<file path="src/rtl/id_ex_pipe_reg.sv">
// ID/EX boundary register: latches decoded control, operands and register numbers for one EX cycle.
// 1-cycle latency; flush beats freeze beats hazard, and flush/hazard load an all-zero bubble.
module id_ex_pipe_reg #(
  parameter int DATA_W     = 32,
  parameter int REG_ADDR_W = 4
) (
  input  logic                  clkIn,
  input  logic                  rstIn,
  input  logic                  freezeIn,
  input  logic                  flushIn,
  input  logic                  hazardIn,
  input  logic                  forwardEnIn,
  input  logic [DATA_W-1:0]     pcIn,
  input  logic [DATA_W-1:0]     val1In,
  input  logic [DATA_W-1:0]     valRmIn,
  input  logic [3:0]            exeCmdIn,
  input  logic                  memREnIn,
  input  logic                  memWEnIn,
  input  logic                  wbEnIn,
  input  logic                  bIn,
  input  logic                  sIn,
  input  logic                  immIn,
  input  logic [11:0]           shiftOperandIn,
  input  logic [23:0]           signedImm24In,
  input  logic [REG_ADDR_W-1:0] destIn,
  input  logic [REG_ADDR_W-1:0] src1In,
  input  logic [REG_ADDR_W-1:0] src2In,
  input  logic                  carryIn,
  output logic [DATA_W-1:0]     pcOut,
  output logic [DATA_W-1:0]     val1Out,
  output logic [DATA_W-1:0]     valRmOut,
  output logic [3:0]            exeCmdOut,
  output logic                  memREnOut,
  output logic                  memWEnOut,
  output logic                  wbEnOut,
  output logic                  bOut,
  output logic                  sOut,
  output logic                  immOut,
  output logic [11:0]           shiftOperandOut,
  output logic [23:0]           signedImm24Out,
  output logic [REG_ADDR_W-1:0] destOut,
  output logic [REG_ADDR_W-1:0] src1Out,
  output logic [REG_ADDR_W-1:0] src2Out,
  output logic                  carryOut,
  output logic                  forwardEnOut,
  output logic                  validOut
);

  typedef struct packed {
    logic [DATA_W-1:0]     pc;
    logic [DATA_W-1:0]     val1;
    logic [DATA_W-1:0]     val_rm;
    logic [3:0]            exe_cmd;
    logic                  mem_r_en;
    logic                  mem_w_en;
    logic                  wb_en;
    logic                  b;
    logic                  s;
    logic                  imm;
    logic [11:0]           shift_operand;
    logic [23:0]           signed_imm24;
    logic [REG_ADDR_W-1:0] dest;
    logic [REG_ADDR_W-1:0] src1;
    logic [REG_ADDR_W-1:0] src2;
    logic                  carry;
    logic                  forward_en;
    logic                  valid;
  } stage_t;

  stage_t stage_d, stage_q;

  // A bubble is all-zero, so it can never drive forwarding selects or write back.
  always_comb begin
    stage_d = stage_q;
    if (flushIn) begin
      stage_d = '0;
    end else if (!freezeIn) begin
      if (hazardIn) begin
        stage_d = '0;
      end else begin
        stage_d.pc            = pcIn;
        stage_d.val1          = val1In;
        stage_d.val_rm        = valRmIn;
        stage_d.exe_cmd       = exeCmdIn;
        stage_d.mem_r_en      = memREnIn;
        stage_d.mem_w_en      = memWEnIn;
        stage_d.wb_en         = wbEnIn;
        stage_d.b             = bIn;
        stage_d.s             = sIn;
        stage_d.imm           = immIn;
        stage_d.shift_operand = shiftOperandIn;
        stage_d.signed_imm24  = signedImm24In;
        stage_d.dest          = destIn;
        stage_d.src1          = src1In;
        stage_d.src2          = src2In;
        stage_d.carry         = carryIn;
        stage_d.forward_en    = forwardEnIn;
        stage_d.valid         = 1'b1;
      end
    end
  end

  always_ff @(posedge clkIn or negedge rstIn) begin
    if (!rstIn) begin
      stage_q <= '0;
    end else begin
      stage_q <= stage_d;
    end
  end

  assign pcOut           = stage_q.pc;
  assign val1Out         = stage_q.val1;
  assign valRmOut        = stage_q.val_rm;
  assign exeCmdOut       = stage_q.exe_cmd;
  assign memREnOut       = stage_q.mem_r_en;
  assign memWEnOut       = stage_q.mem_w_en;
  assign wbEnOut         = stage_q.wb_en;
  assign bOut            = stage_q.b;
  assign sOut            = stage_q.s;
  assign immOut          = stage_q.imm;
  assign shiftOperandOut = stage_q.shift_operand;
  assign signedImm24Out  = stage_q.signed_imm24;
  assign destOut         = stage_q.dest;
  assign src1Out         = stage_q.src1;
  assign src2Out         = stage_q.src2;
  assign carryOut        = stage_q.carry;
  assign forwardEnOut    = stage_q.forward_en;
  assign validOut        = stage_q.valid;

endmodule

</file>
<file path="config.mk">
export PLATFORM = sky130hd
export DESIGN_NAME = id_ex_pipe_reg
export DESIGN_NICKNAME = d
export VERILOG_FILES = /design/src/rtl/id_ex_pipe_reg.sv
export SDC_FILE = /design/constraint.sdc
export NUM_CORES = 1
export LEC_CHECK = 0
export ABC_AREA = 1
export CAP_MARGIN = 20
export CORE_MARGIN = 5
export CORE_UTILIZATION = 40
export DETAILED_ROUTE_END_ITERATION = 10
export PLACE_DENSITY = 0.84
export REMOVE_ABC_BUFFERS = 1
export SLEW_MARGIN = 20
export SYNTH_ARGS = -nofsm -noshare
export SYNTH_HDL_FRONTEND = slang
export SYNTH_SLANG_ARGS = --single-unit
</file>
<file path="constraint.sdc">
create_clock -name clkIn -period 1 [get_ports clkIn]
set_clock_uncertainty 0.2 [all_clocks]
set_input_delay 0.2 -clock clkIn [delete_from_list [all_inputs] [get_ports clkIn]]
set_output_delay 0.2 -clock clkIn [all_outputs]
set_load 0.03 [all_outputs]
</file>
After elaboration in Yosys (flattened, before gate mapping) --
Cells that the tools add are included.
Cells by class: multiplexer cells 3, equal/unequal tests 1
Operators with widths (count):
- 157-bit two-way mux | 3
- 2-bit by 1-bit inequality test with 1-bit output, second input constant | 1
Storage, ports and cells: bits in registers 157, logic and storage cells 22, output and inout port bits 157, input port bits 161

Longest topological paths before layout --
depth in word-level cells 3, depth in mapped cells 6, mapped depth without buffers 4

Worst setup path after synthesis --
Ideal clock, no wire load.
kind input to register, start input port freezeIn, end register stage_q (netlist bit pcOut[17]), library setup time 65 ps, stages 5, setup slack -41 ps, data required time 735 ps, data arrival time 776 ps, buffers on the path 2, path through inv_2 buf_2 buf_2 nand3_1 nand2_1
Between the ends: cells in the longest elaborated chain, start to end 1
Ends and longest elaborated chain:
- start: declaration | line 9 | input logic freezeIn,
- 2-bit by 1-bit inequality test with 1-bit output (no source line)
- end signal: assignment | line 107 | stage_q <= stage_d;
- end: declaration | line 70 | stage_t stage_d, stage_q;
No other way between the ends. A chain may end at the register's enable or synchronous reset.

Final worst setup path --
start register stage_q (netlist bit signedImm24Out[2]), end output port signedImm24Out[2]
RTL lines:
- end: declaration | line 40 | output logic [23:0] signedImm24Out,
No word-level cell between the ends.

==> impl_metrics.yaml <==
clocking:
  clk_pin_slew_worst_paths_ns: 0.06
  htree_levels: 4
  cts_max_path_buffers: 2
  cts_tree: "yes"
  cts_buffers: 17
  clock_sink_count: 157
  cts_root_buf: "clkbuf_16"
  clk_latency_ns: 0.42
setup_path:
  end_kind: "output pin"
  path_cells: "buf_6"
  crit_path_start_kind: "flip-flop"
  critPathMaxStageDelay_ns: 0.43
  cp_data_required_time_ns: 0.60
  path_buf_inv: 1
  worst-path-max-fanout: 2
  critPathArrivalTime_ns: 1.01
  slowest_stage: "dfrtp_1"
  path_delay_family: "flip-flops"
  worstSetupPathType: "reg2out"
sta:
  period_minus_slack_ns: 1.413
  finalSetupViolCount: 170
  tightest_slew_ns: 0.2666
  fmax_mhz: 708.0
  final_hold_viol_count: 0
  slew_headroom: 0.8223
  fin_ws_ns: -0.4125
  tns_ns: -57.25
  post-route-period-util: 1.413
  rsz0062_at_grt: "yes"
  report.final.slew_viol_count: 0
  hold_ws_ns: 0.04999
synthesis:
  synth_cells: 682
  ys_ff_latch: 157
  seq_area_frac_synth: 0.6249
  netlist_area_um2: 6287
  ys_types: 10
  synth_area_per_cell_um2: 9.219
  ys.warnings.count: 0
grt:
  grt_pass1_vias: 6846
  grt.total_usage: 0.2578
  antenna_found_initial: 1
  grt_max_degree: 49
  grt_overflow: 0
  grt_pass1_wl_um: 36690
route:
  met2RoutedLength_um: 14000
  via_count: 6940
  wl_per_cell_um: 21.10
  vias_per_cell: 5.254
  top_layer_used: "met4"
  drt_iter0_drc: 447
  antenna_left: 0
  met3WireLength_um: 2689
  wl_met1_um: 9904
  wl_um: 27870
  drt_pass1_iterations: 5
  drc_errors: 0
power_and_ir_drop:
  pwr-share-clk: 0.389
  combPwrFrac: 0.194
  p_int_mw: 11.93
  vdd_drop_max_mv: 1.162
  p_sw_frac: 0.2675
  switching_power_mw: 4.357
  leakage_nw: 6.197
  power.share.sequential: 0.417
  power_density_nw_per_um2: 1385
die:
  initial_core_util: 0.4105
  die-area_um2: 18330
  io-pin-count: 318
  die_w_um: 135.4
  chipHeight_um: 135.4
  rows: 45
  core_area_um2: 15310
final_layout:
  fillers: 925
  drive_gt1_frac: 0.3084
  final_common_cell: "nand2_1"
  multi_input_area_um2: 2036
  fin_util: 0.7680
  regArea_um2: 3929
  stdcell_area_um2: 11760
  final_cell_mix: "nand2_1, buf_6, dfrtp_1"
  area_delta_synth_final_pct: 87.06
  layout.nets: 1258
status:
  outcome: "finished, violations left"
  violations: "negative setup slack"
placement:
  place_ws_ns: -0.7394
  place_hpwl_um: 14930
  place_area_um2: 9444
  portBuffers: 317
  gp_congestion: 0.8194
min_path:
  hp-class: "in2async"
run:
  maxCapViolCount: 0
-- cell families after synthesis --
logic type | Yosys count | synth area share
DFF | 157 | 0.6249
buffers and inverters | 52 | 0.05930
and+or+nand+nor | 473 | 0.3158
-- state kept, by name, summed over array words and instances, names as in the netlist --
| signal | flops |
|---|---|
| pcOut | 32 |
| val1Out | 32 |
| valRmOut | 32 |
| signedImm24Out | 24 |
| shiftOperandOut | 12 |
| destOut | 4 |
| exeCmdOut | 4 |
| src1Out | 4 |
| src2Out | 4 |
| bOut | 1 |
| carryOut | 1 |
| forwardEnOut | 1 |
| immOut | 1 |
| memREnOut | 1 |
| memWEnOut | 1 |
| sOut | 1 |
| validOut | 1 |
| wbEnOut | 1 |
-- final timing paths --
check,from,end,slack (ns),depth (start not counted)
setup / recovery,signedImm24Out[2],signedImm24Out[2],-0.41,1
hold / removal,rstIn,valRmOut[2],0.05,2
setup reg to reg,valRmOut[2],valRmOut[2],-0.12,4
hold reg to reg,pcOut[11],pcOut[11],0.30,2
max in group asynchronous,rstIn,signedImm24Out[2],0.06,3
min in group clkIn,freezeIn,pcOut[28],0.09,5
-- metrics by stage --
| step | std cells | total power [mW] |
|---|---|---|
| 2_1_floorplan | 631 | 7.717 |
| 3_3_place_gp | 1196 | 9.264 |
| 3_5_place_dp | 1196 | 9.298 |
| 4_1_cts | 1271 | 15.96 |
| 5_1_grt | 1321 | 16.83 |
| 6_report | 1321 | 16.29 |
-- power groups by stage --
stage | registers, mW | clock network (mW) | logic, mW
4_1_cts | 6.77 | 6.36 | 2.83
2_1_floorplan | 7.31 | 0 | 0.404
3_5_place_dp | 6.84 | 0 | 2.46
5_1_grt | 6.81 | 6.71 | 3.31
3_3_place_gp | 6.83 | 0 | 2.43
6_report | 6.79 | 6.34 | 3.16
-- layout make-up --
cell class                 instances  area share
timing repair buffer             447      0.4216
sequential                       157      0.3340
multi-input combinational        473      0.1731
clock buffer                      19     0.03766
tap                              211     0.02245
clock inverter                    12     0.01043
inverter                           1   0.0005319
antenna                            1   0.0002128
-- synth_stat cells --
| library cell | n | area (um2) |
|---|---|---|
| buf_1 | 1 | 3.750 |
| buf_2 | 22 | 110.1 |
| buf_4 | 14 | 105.1 |
| buf_6 | 13 | 146.4 |
| clkbuf_1 | 1 | 3.750 |
| dfrtp_1 | 157 | 3929 |
| inv_2 | 1 | 3.750 |
| nand2_1 | 315 | 1182 |
| nand3_1 | 156 | 780.8 |
| nor2_4 | 2 | 22.52 |
-- routing by layer --
layer  vias up  track usage
met5         -            0
met4         0       0.1243
met3       101      0.08247
met2       434       0.4441
met1      3391       0.2892
li1       3014            -
-- what timing repair did --
action | 4_1_cts | 5_1_grt
cloned | 6 | 12
gates resized for setup | 173 | 34
buffers inserted | 37 | 46
pin swaps | 2 | 21
hold buffers | 1 | 0
hold endpoints to repair | 157 | 0
setup endpoints to repair | 314 | 285
Note: power is estimated with default switching activity, not from simulation.
